==> config.mk <==
export PLATFORM = sky130hd
export DESIGN_NAME = pixel_packer
export DESIGN_NICKNAME = d
export VERILOG_FILES = /design/src/rtl/sync_delay_line.sv /design/src/rtl/pixel_packer.sv
export SDC_FILE = /design/constraint.sdc
export NUM_CORES = 1
export LEC_CHECK = 0
export CAP_MARGIN = 20
export CELL_PAD_IN_SITES_DETAIL_PLACEMENT = 0
export CELL_PAD_IN_SITES_GLOBAL_PLACEMENT = 2
export CORE_MARGIN = 4
export CORE_UTILIZATION = 27
export DETAILED_ROUTE_END_ITERATION = 16
export HOLD_SLACK_MARGIN = 0.02
export PLACE_DENSITY = 0.85
export SLEW_MARGIN = 20
export SYNTH_ARGS = -nofsm -noshare
export SYNTH_HDL_FRONTEND = slang
export SYNTH_SLANG_ARGS = --single-unit
==> constraint.sdc <==
create_clock -name i_pclk -period 1.5 [get_ports i_pclk]
set_clock_uncertainty 0.15 [all_clocks]
set_input_delay 0.3 -clock i_pclk [delete_from_list [all_inputs] [get_ports i_pclk]]
set_output_delay 0.3 -clock i_pclk [all_outputs]
set_load 0.01 [all_outputs]
==> src/rtl/sync_delay_line.sv <==
// Fixed-depth shift register that keeps the {vsync, hsync, de} bundle aligned
// with the packed-word pipeline.
module sync_delay_line #(
    parameter int DEPTH = 2,
    parameter int W     = 3
) (
    input  logic         clk_i,
    input  logic         rst_ni,
    input  logic [W-1:0] d_i,
    output logic [W-1:0] q_o
);

    logic [W-1:0] stage_q [DEPTH];

    always_ff @(posedge clk_i) begin
        if (!rst_ni) begin
            for (int k = 0; k < DEPTH; k++) begin
                stage_q[k] <= '0;
            end
        end else begin
            stage_q[0] <= d_i;
            for (int k = 1; k < DEPTH; k++) begin
                stage_q[k] <= stage_q[k-1];
            end
        end
    end

    assign q_o = stage_q[DEPTH-1];

endmodule

==> src/rtl/pixel_packer.sv <==
// Serial-to-parallel pixel packer: gathers OUT_PCNT single pixels into one bus word,
// zero-pads the tail of a line and keeps the sync signals aligned with the words.
module pixel_packer #(
    parameter int PW       = 8,
    parameter int OUT_PCNT = 2,
    parameter int AW       = 11
) (
    input  logic                   i_pclk,
    input  logic                   i_arstn,
    input  logic                   i_vsync,
    input  logic                   i_hsync,
    input  logic                   i_de,
    input  logic                   i_valid,
    input  logic [PW-1:0]          i_data,
    output logic                   o_vsync,
    output logic                   o_hsync,
    output logic                   o_de,
    output logic                   o_valid,
    output logic [PW*OUT_PCNT-1:0] o_data,
    output logic                   o_pad,
    output logic [AW-1:0]          o_x,
    output logic [AW-1:0]          o_y
);

    localparam int CNT_W = (OUT_PCNT > 1) ? $clog2(OUT_PCNT) : 1;
    localparam int DW    = PW * OUT_PCNT;
    localparam logic [CNT_W-1:0] LAST_SLOT = CNT_W'(OUT_PCNT - 1);

    logic [CNT_W-1:0] cnt_q, cnt_d;
    logic [DW-1:0]    pack_q, pack_d;
    logic             done_q, done_d;
    logic             de_q;
    logic             valid_q, pad_q;
    logic [DW-1:0]    data_q;
    logic [AW-1:0]    x_q, y_q;
    logic             ode_prev_q, ovs_prev_q;

    logic             accept, flush;
    logic             ode_fall, ovs_fall;
    logic [DW-1:0]    flush_word;
    logic [2:0]       sync_dly;

    sync_delay_line #(
        .DEPTH (2),
        .W     (3)
    ) u_sync_dly (
        .clk_i  (i_pclk),
        .rst_ni (i_arstn),
        .d_i    ({i_vsync, i_hsync, i_de}),
        .q_o    (sync_dly)
    );

    assign o_vsync = sync_dly[2];
    assign o_hsync = sync_dly[1];
    assign o_de    = sync_dly[0];

    assign accept = i_vsync & i_hsync & i_de & i_valid;
    // A falling DE with a partial word pending; vsync low suppresses it.
    assign flush  = i_vsync & de_q & ~i_de & (cnt_q != '0);

    assign ode_fall = ode_prev_q & ~o_de;
    assign ovs_fall = ovs_prev_q & ~o_vsync;

    always_comb begin
        cnt_d  = cnt_q;
        pack_d = pack_q;
        done_d = 1'b0;
        if (!i_vsync) begin
            cnt_d = '0;
        end else if (flush) begin
            cnt_d = '0;
        end else if (accept) begin
            for (int k = 0; k < OUT_PCNT; k++) begin
                if (cnt_q == CNT_W'(k)) begin
                    pack_d[k*PW +: PW] = i_data;
                end
            end
            if (cnt_q == LAST_SLOT) begin
                cnt_d  = '0;
                done_d = 1'b1;
            end else begin
                cnt_d = cnt_q + 1'b1;
            end
        end
    end

    // Slots at or beyond the fill level belong to an earlier word and are blanked.
    always_comb begin
        flush_word = '0;
        for (int k = 0; k < OUT_PCNT; k++) begin
            if (CNT_W'(k) < cnt_q) begin
                flush_word[k*PW +: PW] = pack_q[k*PW +: PW];
            end
        end
    end

    always_ff @(posedge i_pclk) begin
        if (!i_arstn) begin
            cnt_q      <= '0;
            pack_q     <= '0;
            done_q     <= 1'b0;
            de_q       <= 1'b0;
            valid_q    <= 1'b0;
            pad_q      <= 1'b0;
            data_q     <= '0;
            x_q        <= '0;
            y_q        <= '0;
            ode_prev_q <= 1'b0;
            ovs_prev_q <= 1'b0;
        end else begin
            cnt_q      <= cnt_d;
            pack_q     <= pack_d;
            done_q     <= done_d;
            de_q       <= i_de;
            valid_q    <= done_q | flush;
            pad_q      <= flush & ~done_q;
            if (done_q) begin
                data_q <= pack_q;
            end else if (flush) begin
                data_q <= flush_word;
            end
            ode_prev_q <= o_de;
            ovs_prev_q <= o_vsync;

            if (ode_fall || ovs_fall) begin
                x_q <= '0;
            end else if (valid_q) begin
                x_q <= x_q + 1'b1;
            end

            if (ovs_fall) begin
                y_q <= '0;
            end else if (ode_fall) begin
                y_q <= y_q + 1'b1;
            end
        end
    end

    assign o_valid = valid_q;
    assign o_pad   = pad_q;
    assign o_data  = data_q;
    assign o_x     = x_q;
    assign o_y     = y_q;

endmodule

==> impl_metrics.toml <==
[run_status]
status = "finished clean"

[synthesis]
synth-seq-cells = 66
synth_edf_count = 0
synth.distinct_cells = 32
synth_area_um2 = 2610
synth_fp_nets = 303
yosysSeqAreaShare = 0.5062
synth_area_per_cell_um2 = 9.094
synth_top_area_frac = 0.5062
async_flop_share = 0
synth_ff_type = "dfxtp_1"
synthesis.instances = 287
synth_area_leaders = "dfxtp_1 51%, nand3_1 6.3%, o21ai_0 6.1%"
synth_top_area_cell = "dfxtp_1"
yosysMostFrequentCell = "dfxtp_1"
ys_warn_count = 0
synth_commonest_cells = "66 x dfxtp_1, 33 x nand3_1, 32 x nand2_1, 32 x o21ai_0, 16 x a21boi_0"

[timing]
rsz0062_at_grt = "yes"
max_freq_ghz = 0.6825
worstMarginPinSlew_ps = 357.8
min_period_ps = 1465
setup_viol = 0
drv_slew = 0
finalHoldViolations = 0
fin_crit_sh = 0.9767
fin_hold_ws_ps = 217.3
maxSlewHeadroom = 0.7609

[setup_path]
r2r_cells = 3
cp_max_fo = 6
cp.arrival_ps = 1580
crit_type = "reg2reg"
cp-start-kind = "flop"
worstPathRequired_ps = 1610
r2r_end = "o_y[8]"
regToRegStartpoint = "ode_prev_q"
r2r_slack_ps = 30
crit_path_end_kind = "flop"

[layout]
num_antenna_cells = 0
nFillCells = 960
area_delta_synth_final_pct = 45.59
fin_area_um2 = 3800
layout.nets = 389
drive_gt1_frac = 0.2196

[die]
die_y_um = 106.3
coreArea_um2 = 9328
io-pin-count = 57
initial_core_util = 0.2798
rows = 35
die_x_um = 106.3
die_area_um2 = 11300

[grt]
grt_pass1_vias = 2268
grt_pass1_wl_mm = 10.56
grt_start_max_net_pins = 31
grt_usage = 0.1168
antenna_found_initial = 0
grt_overflow_total = 0

[clock_tree]
numCtsBuffers = 9
cts.path.max_buffers = 2
cts-root-buf = "clkbuf_8"
clock_latency_ps = 340
ctsHoldBuffers = 0
cts_sinks = 66
h-tree-depth = 3
cts.clk_slew.worst_paths_ps = 60
cts_tree = "yes"

[pwr]
ir_drop_v = 0.0005122
power.density_nw_per_um2 = 887.2
p_leak_uw = 0.001591

[drt]
first_iter_violations = 67
vias_per_cell = 4.629
wl_met2_mm = 3.156
ant_nets = 0
drc = 0
top_layer_used = "met4"
drt-total-wl_mm = 6.521
drt_first_pass_iters = 4
num_vias = 2347
wl_per_cell_um = 12.86
wl_met1_mm = 2.914
dr_wl_met3_um = 367

[placement]
gp_congestion = 0.7519
port_buffers = 56
placed_area_um2 = 3530
dp_hpwl_mm = 4.595

[min_path]
holdPathEnd = "u_sync_dly.stage_q[0][5]"
worstHoldPathType = "in2reg"
min_path_cells = 2
min-delay-start = "i_arstn"

[job]
maxCapViolations = 0
[state kept, by name (all words and copies together), names as in the netlist, 6 cells and up]
name,cells
o_x,11
pack_q,16
o_y,11
o_data,16
u_sync_dly.stage_q,6
[worst max path at each step]
stage / from / endpoint / slack [ps] / cells after the start
after global routing: o_x[0] / o_x[9] / -10 / 4
after floorplan: o_x[1] / o_x[10] / -9 / 4
final: ode_prev_q / o_y[8] / 30 / 3
after global placement: i_de / o_valid / -270 / 4
after detailed placement: i_de / o_data[7] / -300 / 5
after CTS: o_x[1] / o_x[10] / -7 / 4
[final cells by class]
class	count	area, um2	share of cell area
Tap cell	129	161.4	0.04248
Clock inverter	3	40.04	0.01054
Sequential cell	66	1359	0.3576
Inverter	4	15.01	0.003951
Timing Repair Buffer	91	804.5	0.2117
Multi-Input combinational cell	201	1271	0.3345
Clock buffer	13	148.9	0.03918
[layout by cell type (no fill, tap or decap), drive strengths merged, types with 2 or more instances in the layout]
cell | netlist | routed
nand2 | 32 | 32
a21oi | 14 | 14
nand2b | 3 | 3
nor4 | 2 | 2
clkinv | 0 | 2
or3 | 8 | 8
xor2 | 5 | 5
or4 | 4 | 4
nand3b | 3 | 3
inv | 4 | 4
o21ai | 32 | 32
clkdlybuf4s15 | 0 | 4
nand3 | 33 | 33
dfxtp | 66 | 66
buf | 7 | 37
and2 | 8 | 8
dlygate4sd2 | 0 | 34
nor2 | 8 | 8
nand4 | 8 | 8
mux2i | 12 | 12
clkdlybuf4s50 | 0 | 12
clkbuf | 9 | 17
o31ai | 4 | 4
a21boi | 16 | 16
ha | 2 | 2
[what timing repair did]
item / 4_1_cts / 5_1_grt
endpoints found under the setup margin: 48 / 20
hold endpoints to repair: 0 / 0
resized for setup: 61 / 28
buffers inserted: 1 / 6
pin swaps: 0 / 6
[critical path, stage by stage (launching register included)]
cell and delay, ps:
dfxtp_1 420, nand4b_4 150, or4_1 530, a21oi_1 140
[layer usage]
metal  track usage  up-vias
met5             0        -
met4       0.04995        0
met3       0.04068        6
met2        0.1928       52
met1        0.1371     1099
li1              -     1190
[logic make-up after synthesis]
family | after synthesis | share of synthesized area
AO/OA/AOI/OAI | 67 | 0.1500
AND/OR/NAND/NOR | 114 | 0.2368
adder cells (fa/ha/maj) | 2 | 0.009586
multiplexers | 12 | 0.04602
XOR/XNOR | 6 | 0.02013
buffers and inverters | 20 | 0.03116
flip-flops | 66 | 0.5062
[per-stage QoR]
stage | setup slack, ps | power [uW] | instances | TNS, ps | utilization
after CTS | -7.412 | 3430 | 501 | -10.86 | 0.3960
after global placement | -265.3 | 1970 | 484 | -7526 | 0.3784
after detailed placement | -304.6 | 1970 | 484 | -8405 | 0.3784
final | 34.89 | 3371 | 507 | 0 | 0.4074
after floorplan | -9.070 | 1879 | 287 | -9.070 | -
after global routing | -10.79 | 3505 | 507 | -12.74 | 0.4074
[power by group]
group,leakage [uW],total [uW],switching [uW],internal (uW)
registers,0.000543,1760,8.60,1750
logic,0.000950,154,77.5,76.8
clock network,0.0000974,1450,643,810
total,0.00159,3370,730,2640
(Power assumes the default switching activity.)
